[config.mk]
export PLATFORM = sky130hd
export DESIGN_NAME = packet_receiver
export DESIGN_NICKNAME = d
export VERILOG_FILES = /design/src/rtl/packet_receiver.sv
export SDC_FILE = /design/constraint.sdc
export NUM_CORES = 1
export LEC_CHECK = 0
export ABC_AREA = 1
export CORE_MARGIN = 4
export CORE_UTILIZATION = 25
export CTS_CLUSTER_DIAMETER = 50
export DETAILED_ROUTE_END_ITERATION = 7
export GPL_TIMING_DRIVEN = 0
export PLACE_DENSITY = 0.56
export SLEW_MARGIN = 10
export SYNTH_ARGS = -nofsm -noshare
export SYNTH_HDL_FRONTEND = slang
export SYNTH_SLANG_ARGS = --single-unit
[constraint.sdc]
create_clock -name clk -period 1.93 [get_ports clk]
set_input_delay 0.193 -clock clk [delete_from_list [all_inputs] [get_ports clk]]
set_output_delay 0.193 -clock clk [all_outputs]
set_load 0.1 [all_outputs]
[src/rtl/packet_receiver.sv]
// Packet receiver: decodes 13-bit packets, checks parity, and buffers them in a FIFO with statistics counters.
// Optional sequence checker built when PKT_RX_SEQ_CHECK_EN is defined.
module packet_receiver #(
    parameter int DEPTH      = 4,
    parameter int CNT_W      = 16,
    parameter int PARITY_ODD = 0
) (
    input  logic             clk,
    input  logic             rst,
    input  logic             dd_valid,
    output logic             dd_ready,
    input  logic [12:0]      packet,
    output logic             out_valid,
    input  logic             out_ready,
    output logic [3:0]       out_id,
    output logic [7:0]       out_data,
    output logic             out_err,
    output logic [CNT_W-1:0] rx_count,
    output logic [CNT_W-1:0] err_count,
    output logic             seq_err
);

    localparam int AW = (DEPTH > 1) ? $clog2(DEPTH) : 1;

    typedef logic [AW-1:0] ptr_t;
    typedef logic [AW:0]   cnt_t;

    typedef struct packed {
        logic [3:0] id;
        logic [7:0] data;
        logic       err;
    } entry_t;

    localparam cnt_t             FULL     = cnt_t'(DEPTH);
    localparam cnt_t             CNT_INC  = cnt_t'(1);
    localparam ptr_t             PTR_INC  = ptr_t'(1);
    localparam logic [CNT_W-1:0] STAT_INC = CNT_W'(1);
    localparam logic             GOOD_PAR = (PARITY_ODD != 0);

    entry_t mem [DEPTH];
    ptr_t   wr_ptr, rd_ptr;
    cnt_t   count;
    logic   live;
    logic   push, pop, perr, err_hit;
    entry_t head;

    assign perr      = ((^packet) != GOOD_PAR);
    assign dd_ready  = live && (count != FULL);
    assign out_valid = (count != '0);
    assign push      = dd_valid && dd_ready;
    assign pop       = out_valid && out_ready;
    assign head      = mem[rd_ptr];

    // Gate the head fields so every output reads 0 while the FIFO is empty or in reset.
    assign out_id   = out_valid ? head.id   : '0;
    assign out_data = out_valid ? head.data : '0;
    assign out_err  = out_valid ? head.err  : 1'b0;

    // NOTE: storage array is deliberately left unreset; count gates validity, so clearing it would only cost reset fanout.
    always_ff @(posedge clk) begin
        if (push) mem[wr_ptr] <= '{id: packet[12:9], data: packet[8:1], err: perr};
    end

    // NOTE: all sequential state uses non-blocking assignments so every flop samples pre-edge values.
    always_ff @(posedge clk or negedge rst) begin
        if (!rst) begin
            live      <= 1'b0;
            wr_ptr    <= '0;
            rd_ptr    <= '0;
            count     <= '0;
            rx_count  <= '0;
            err_count <= '0;
        end else begin
            live <= 1'b1;
            if (push) wr_ptr <= wr_ptr + PTR_INC;
            if (pop)  rd_ptr <= rd_ptr + PTR_INC;
            case ({push, pop})
                2'b10:   count <= count + CNT_INC;
                2'b01:   count <= count - CNT_INC;
                default: count <= count;
            endcase
            if (push && (rx_count != '1))             rx_count  <= rx_count + STAT_INC;
            if (push && err_hit && (err_count != '1)) err_count <= err_count + STAT_INC;
        end
    end

`ifdef PKT_RX_SEQ_CHECK_EN
    typedef enum logic {SYNC, LOCKED} seq_state_e;

    seq_state_e state_q, state_d;
    logic [3:0] exp_id_q, exp_id_d;
    logic       seq_hit;

    always_ff @(posedge clk or negedge rst) begin
        if (!rst) begin
            state_q  <= SYNC;
            exp_id_q <= '0;
            seq_err  <= 1'b0;
        end else begin
            state_q  <= state_d;
            exp_id_q <= exp_id_d;
            seq_err  <= seq_hit;
        end
    end

    // NOTE: defaults first so every path assigns every output and no latch is inferred.
    always_comb begin
        state_d  = state_q;
        exp_id_d = exp_id_q;
        seq_hit  = 1'b0;
        if (push && !perr) begin
            exp_id_d = packet[12:9] + 4'd1;
            state_d  = LOCKED;
            if (state_q == LOCKED && packet[12:9] != exp_id_q) seq_hit = 1'b1;
        end
    end

    assign err_hit = perr || seq_hit;
`else
    assign seq_err = 1'b0;
    assign err_hit = perr;
`endif

endmodule

==> results_dict.tcl, run 1 <==
set metrics [dict create \
    status "completed" \
    grt_usage_pct 11.42 \
    gp_congestion 0.8040 \
    setup_violations 0 \
    p_sw_mw 5.617 \
    crit_chain "buf_6, buf_12, buf_12, nor2_1, nor2_1, o21ai_4, a21oi_4, buf_12" \
    r2r_slack_ns 0.12 \
    cts_sinks 92 \
    end_kind "primary output" \
    powerDensity_nw_per_um2 1667 \
    grt_use_met2_pct 19.00 \
    synth_top_family_by_area "simple AND/OR/NAND/NOR gates" \
    min_period_ns 1.921 \
    r2r-end "count[2]" \
    holdWs_ns 0.2299 \
    hold_path_end "mem[1][5]" \
    max-cap-violations 0 \
    fillerInstances 1896 \
    hold_path.class "input pin to flop" \
    ioPinCount 65 \
    synth_commonest_cells "142 x nand2_1, 77 x nor2_1, 52 x edfxtp_1" \
    finClkSkew_ns 0.007344 \
    synth_edf_count 52 \
    synth_most_common_cell "nand2_1" \
    max_slew_margin_pct 34.32 \
    crit_type "flop to primary output" \
    top_usage_layer "met2" \
    dieHeight_microns 145.7 \
    ys_ff_latch 92 \
    synth.area.mux_share_pct 0 \
    antenna_found_initial 0 \
    yosys.area_share.simple_pct 25.64 \
    cpMostUsedCell "buf_12" \
    p_comb_share_pct 60.9 \
    diodes 0 \
    synth_compound_area_share_pct 6.067 \
    portBuffers 63 \
    p_clk_share_pct 15.2 \
    die_area_sq_um 21240 \
    core_sq_um 18710 \
    hold_start "packet[5]" \
    rsz0062_at_grt "yes" \
    drv_slew 0 \
    netlist.area_leader.share_pct 32.92 \
    synth_cell_types 34 \
    synth_nets 555 \
    post-route-period-util_pct 99.52 \
    htreeDepth 3 \
    route.final.wire_length_microns 12010 \
    r2r_cells 10 \
    p_seq_share_pct 23.9 \
    clockBufferDepth 2 \
    grt_remaining_overflow 0 \
    met1_usage_pct 14.81 \
    ys_seq_area_share_pct 54.02 \
    switching_share_pct 49.92 \
    wl_per_cell_microns 13.98 \
    grt_max_degree 27 \
    hpwlAfterDp_microns 8256 \
    p_leak_nw 2.801 \
    grt_pass1_wl_microns 19350 \
    arrival_ns 1.73 \
    synth_area_leaders "edfxtp_1 33%, dfrtp_1 21%, nand2_1 11%" \
    fmax_mhz 520.6 \
    critical_path.slowest_cell "dfrtp_1" \
    reg2reg_from "count[0]" \
    total_power_mw 11.25 \
    initial_core_util_pct 25.36 \
    synthesis.instances 530 \
    ant_nets 0 \
    cts_buffers 9 \
    synth_xor_area_share_pct 5.909 \
    synth_area_leader_cell "edfxtp_1" \
    die_w_microns 145.7 \
    power.internal_mw 5.635 \
    vias 3770 \
    ir_worst_vdd_v 0.0009318 \
    synth_adder_area_share_pct 2.269 \
    rows 50 \
    hold_viol_final 0 \
    root_buffer "clkbuf_16" \
    synth_ff_type "edfxtp_1" \
    drt_iter0_drc 179 \
    via_per_inst 4.389 \
    path_max_fanout 6 \
    drtPass1Iterations 4 \
    cpPeakStageDelay_ns 0.34 \
    drc 0 \
    grt_use_met3_pct 2.865 \
    cp_data_required_time_ns 1.74 \
    drive_above_1_share_pct 27.52 \
    cts.reportedPaths.clkPinSlew_ns 0.07 \
    hold_path_depth 1 \
    cts_tree "yes" \
    clock_latency_ns 0.35 \
    syn_to_final_growth_pct 42.31 \
    mappedNetlistArea_sq_um 4743 \
    grt_pass1_vias 3656 \
    nNetsFinal 645 \
    yosysWarnings 0 \
    start_kind "flop" \
    tightest_slew_ns 0.9891 \
    async_flop_share_pct 43.48 \
    syn_area_per_cell_sq_um 8.950 \
]
-- metal layers --
metal | vias up | wire (microns)
met1 | 1787 | 5520
met5 | - | 0
met4 | 0 | 119
met3 | 9 | 422
met2 | 59 | 5943
li1 | 1915 | -
-- logic make-up after synthesis --
| kind of cell | after synthesis |
|---|---|
| simple gates | 280 |
| xor+xnor | 32 |
| flops | 92 |
| buf+inv | 64 |
| other cells | 2 |
| compound gates | 52 |
| fa+ha+maj | 8 |
-- worst max-delay path: cells and delay by family, from the launching register on --
kind / cells / cell delay (ns)
buffers and inverters: 4 / 0.57
and+or+nand+nor: 2 / 0.20
AOI/OAI and AO/OA: 2 / 0.27
DFF: 1 / 0.34
-- flip-flops by register name, summed over array words and instances, names as in the netlist --
signal,flops
err_count,16
rd_ptr,2
wr_ptr,2
mem,52
count,3
rx_count,16
live,1
-- power groups by stage --
stage / Clock, mW / Sequential [mW] / Combinational, mW
global route: 1.84 / 2.73 / 7.16
global placement: 0 / 2.70 / 5.37
floorplan: 0 / 3.35 / 3.50
detailed placement: 0 / 2.70 / 5.40
CTS: 1.76 / 2.68 / 6.18
finish: 1.71 / 2.69 / 6.85
-- worst max path at each step --
stage,from,to,slack [ns],depth (start not counted)
3_5_place_dp,rd_ptr[0],out_data[3],-1.17,6
2_1_floorplan,count[2],count[1],-0.20,6
5_1_grt,rd_ptr[0],out_data[2],-0.05,8
3_3_place_gp,rd_ptr[0],out_data[3],-1.16,6
4_1_cts,rd_ptr[0],out_data[4],-0.06,7
6_report,rd_ptr[0],out_data[3],0.009,8
-- metrics by stage --
| stage | std cells | worst slack, ns | utilization, % | setup TNS, ns | instance area, sq um |
|---|---|---|---|---|---|
| 6_report | 859 | 0.009227 | 36.09 | 0 | 6750 |
| 5_1_grt | 859 | -0.04624 | 36.09 | -0.2518 | 6750 |
| 4_1_cts | 855 | -0.05999 | 34.46 | -0.5310 | 6446 |
| 3_5_place_dp | 828 | -1.170 | 31.36 | -17.94 | 5866 |
| 3_3_place_gp | 827 | -1.155 | 31.28 | -42.91 | 5851 |
| 2_1_floorplan | 530 | -0.1979 | - | -9.317 | 4927 |
-- cell usage in the layout (no fill, tap or decap), types with 7 or more instances in the layout --
master and count:
o21ai_1 8, xor2_1 19, inv_1 40, edfxtp_1 52
nor2_4 10, o21ai_4 10, xnor2_1 13, buf_4 12
buf_6 7, nor2_1 58, nand3_1 18, nor3_1 7
buf_12 15, a21oi_4 9, dfrtp_1 13, o21ai_2 12
dfrtp_2 25, clkbuf_16 13, nand4_1 18, nand2_1 142
clkdlybuf4s50_1 11, dlygate4sd2_1 28, o21ai_0 7, nor2_2 13
-- repair_timing --
item / in CTS / in global routing
pin swaps: 3 / 26
cloned: 2 / 1
setup endpoints to repair: 49 / 56
hold buffers: 1 / 0
setup buffers: 8 / 5
hold endpoints to repair: 14 / 0
gates resized for setup: 202 / 75
-- layout make-up --
class                           instances  area (sq um)  area share (%)
Buffer                                 17         210.2           3.114
Inverter                               47         185.2           2.743
Timing Repair Buffer                   79         897.1           13.29
Multi-Input combinational cell        374          2281           33.79
Clock inverter                          7         57.56          0.8526
Clock buffer                            9         225.2           3.336
Tap cell                              234         292.8           4.337
Sequential cell                        92          2601           38.54
No activity file was read; power rests on OpenSTA's default activity.
==> run 2, diff against run 1 <==
--- a/config.mk
+++ b/config.mk
@@ -11,7 +11,7 @@
 export CTS_CLUSTER_DIAMETER = 50
 export DETAILED_ROUTE_END_ITERATION = 7
 export GPL_TIMING_DRIVEN = 0
-export PLACE_DENSITY = 0.56
+export PLACE_DENSITY_LB_ADDON = 0.12
 export SLEW_MARGIN = 10
 export SYNTH_ARGS = -nofsm -noshare
 export SYNTH_HDL_FRONTEND = slang
==> run 2 against run 1 <==
Against the previous run: the run now ends with negative setup slack left; core utilization up 0.45 points; final cell count up 0.47%; via count up 0.27%; global-route usage up 0.75 points; non-clock buffer count up 4; register-to-register slack worse by 0.02 ns; largest power group unchanged.
==> results_dict.tcl, run 2 (synthesis results as in run 1) <==
set metrics [dict create \
    vias 3780 \
    via_per_inst 4.380 \
    htreeDepth 3 \
    dp_slack_ns -1.201 \
    r2r_slack_ns 0.10 \
    cts_sinks 92 \
    ioPinCount 65 \
    drt_iter0_drc 166 \
    cts_buffers 9 \
    tightest_slew_ns 0.9894 \
    grt_pass1_wl_microns 20270 \
    path_buf_inv 4 \
    start_kind "flop" \
    path_max_fanout 5 \
    post-route-period-util_pct 101.0 \
    max-cap-violations 0 \
    finClkSkew_ns 0.007588 \
    core_sq_um 18710 \
    grt_pass1_vias 3785 \
    cpPeakStageDelay_ns 0.34 \
    die_area_sq_um 21240 \
    rows 50 \
    die_w_microns 145.7 \
    wl_per_cell_microns 14.82 \
    drv_slew 0 \
    hold_path.class "input pin to async pin" \
    postLayoutCellArea_sq_um 6834 \
    final_cell_mix "142 x nand2_1, 57 x nor2_1, 52 x edfxtp_1, 39 x inv_1, 28 x dlygate4sd2_1" \
    rsz0062_at_grt "yes" \
    nNetsFinal 649 \
    p_leak_nw 2.824 \
    grt_usage_pct 12.16 \
    final_common_cell "nand2_1" \
    cpMostUsedCell "buf_8" \
    cp_data_required_time_ns 1.74 \
    reg_top3 "mem (52), err_count (16), rx_count (16)" \
    critical_path.slowest_cell "dfrtp_1" \
    crit_type "flop to primary output" \
    clock_latency_ns 0.35 \
    final.setup.worst_slack_ns -0.02025 \
    cts_tree "yes" \
    grt_max_degree 32 \
    fin_util_pct 36.54 \
    initial_core_util_pct 25.36 \
    setup_violations 4 \
    drive_above_1_share_pct 29.57 \
    placed_cell_area_sq_um 5866 \
    diodes 0 \
    r2r_cells 9 \
    drc 0 \
    max_slew_margin_pct 34.30 \
    holdWs_ns 0.2344 \
    portBuffers 63 \
    root_buffer "clkbuf_16" \
    end_kind "primary output" \
    worst_path_dominant_cell_family "buffers and inverters" \
    dieHeight_microns 145.7 \
    hold_viol_final 0 \
    largest_reg_flops 52 \
    min_period_ns 1.950 \
    fmax_mhz 512.8 \
    grt_remaining_overflow 0 \
    route.final.wire_length_microns 12790 \
    ant_nets 0 \
    syn_to_final_growth_pct 44.08 \
    drtPass1Iterations 4 \
    violations "negative setup slack" \
    hpwlAfterDp_microns 8542 \
    crit_chain "buf_6, buf_12, buf_8, nor2_4, nor2_2, o21ai_2, a21oi_2, buf_8" \
    powerDensity_nw_per_um2 1697 \
    status "complete, but fails checks" \
    cts.reportedPaths.clkPinSlew_ns 0.07 \
    clockBufferDepth 2 \
    critical_path_depth 8 \
    largest_register "mem" \
    gp_congestion 0.8017 \
    antenna_found_initial 0 \
    ir_worst_vdd_v 0.0009225 \
    arrival_ns 1.76 \
]
run 2: changes by cell type in the layout (fill, tap and decap cells not counted), sizes merged, moves of 2 or more:
cell           delta
dlymetal6s2s      -2
clkinvlp          -2
clkdlybuf4s50     +2
buf               +3
clkbuf            +2
run 2: cell type report:
cell class                      count  area (sq um)
Multi-Input combinational cell    374          2300
Buffer                             17         211.5
Tap cell                          234         292.8
Timing Repair Buffer               83         940.9
Sequential cell                    92          2603
Clock inverter                      6         72.57
Inverter                           47         185.2
Fill cell                        1875         11870
Clock buffer                       10         229.0
run 2: final timing paths:
kind,start,end
worst max-delay path,rd_ptr[0],out_err
worst min-delay path,rst,err_count[1]
worst max register to register,count[2],count[1]
worst min register to register,err_count[0],err_count[0]
max in group asynchronous,rst,rx_count[14]
min in group clk,packet[7],mem[3][7]
run 2: routing by layer:
| layer | vias to the layer above | global-route usage, % | wire, microns |
|---|---|---|---|
| li1 | 1918 | - | - |
| met3 | 12 | 3.706 | 518 |
| met2 | 62 | 20.66 | 6255 |
| met1 | 1788 | 15.16 | 5873 |
| met4 | 0 | 2.991 | 140 |
| met5 | - | 0 | 0 |
run 2: worst register-to-register path, delay by kind of cell, from the launching register on:
family | cells | cell delay [ns]
adder cells (fa/ha/maj) | 2 | 0.58
AND/OR/NAND/NOR | 2 | 0.30
buffers and inverters | 4 | 0.31
flip-flops | 1 | 0.45
AO/OA/AOI/OAI | 1 | 0.13
run 2: repair_timing:
action,in CTS,in global routing
endpoints found under the setup margin,62,36
hold buffers,1,0
gates cloned,3,0
setup buffers,9,6
hold endpoints to repair,27,0
pin swaps,4,21
resized for setup,222,65
run 2: metrics by stage:
step	cells	total power, mW	setup TNS, ns
floorplan	530	6.850	-9.317
global placement	827	8.103	-43.78
detailed placement	828	8.158	-19.56
CTS	857	11.17	-0.3248
global route	863	12.13	-0.9601
finish	863	11.60	-0.05537
run 2: where the power goes:
group	internal [mW]	switching [mW]	leakage (nW)
clock network	1.02	0.808	0.149
logic	2.44	4.64	1.72
registers	2.42	0.268	0.957
total	5.88	5.71	2.82
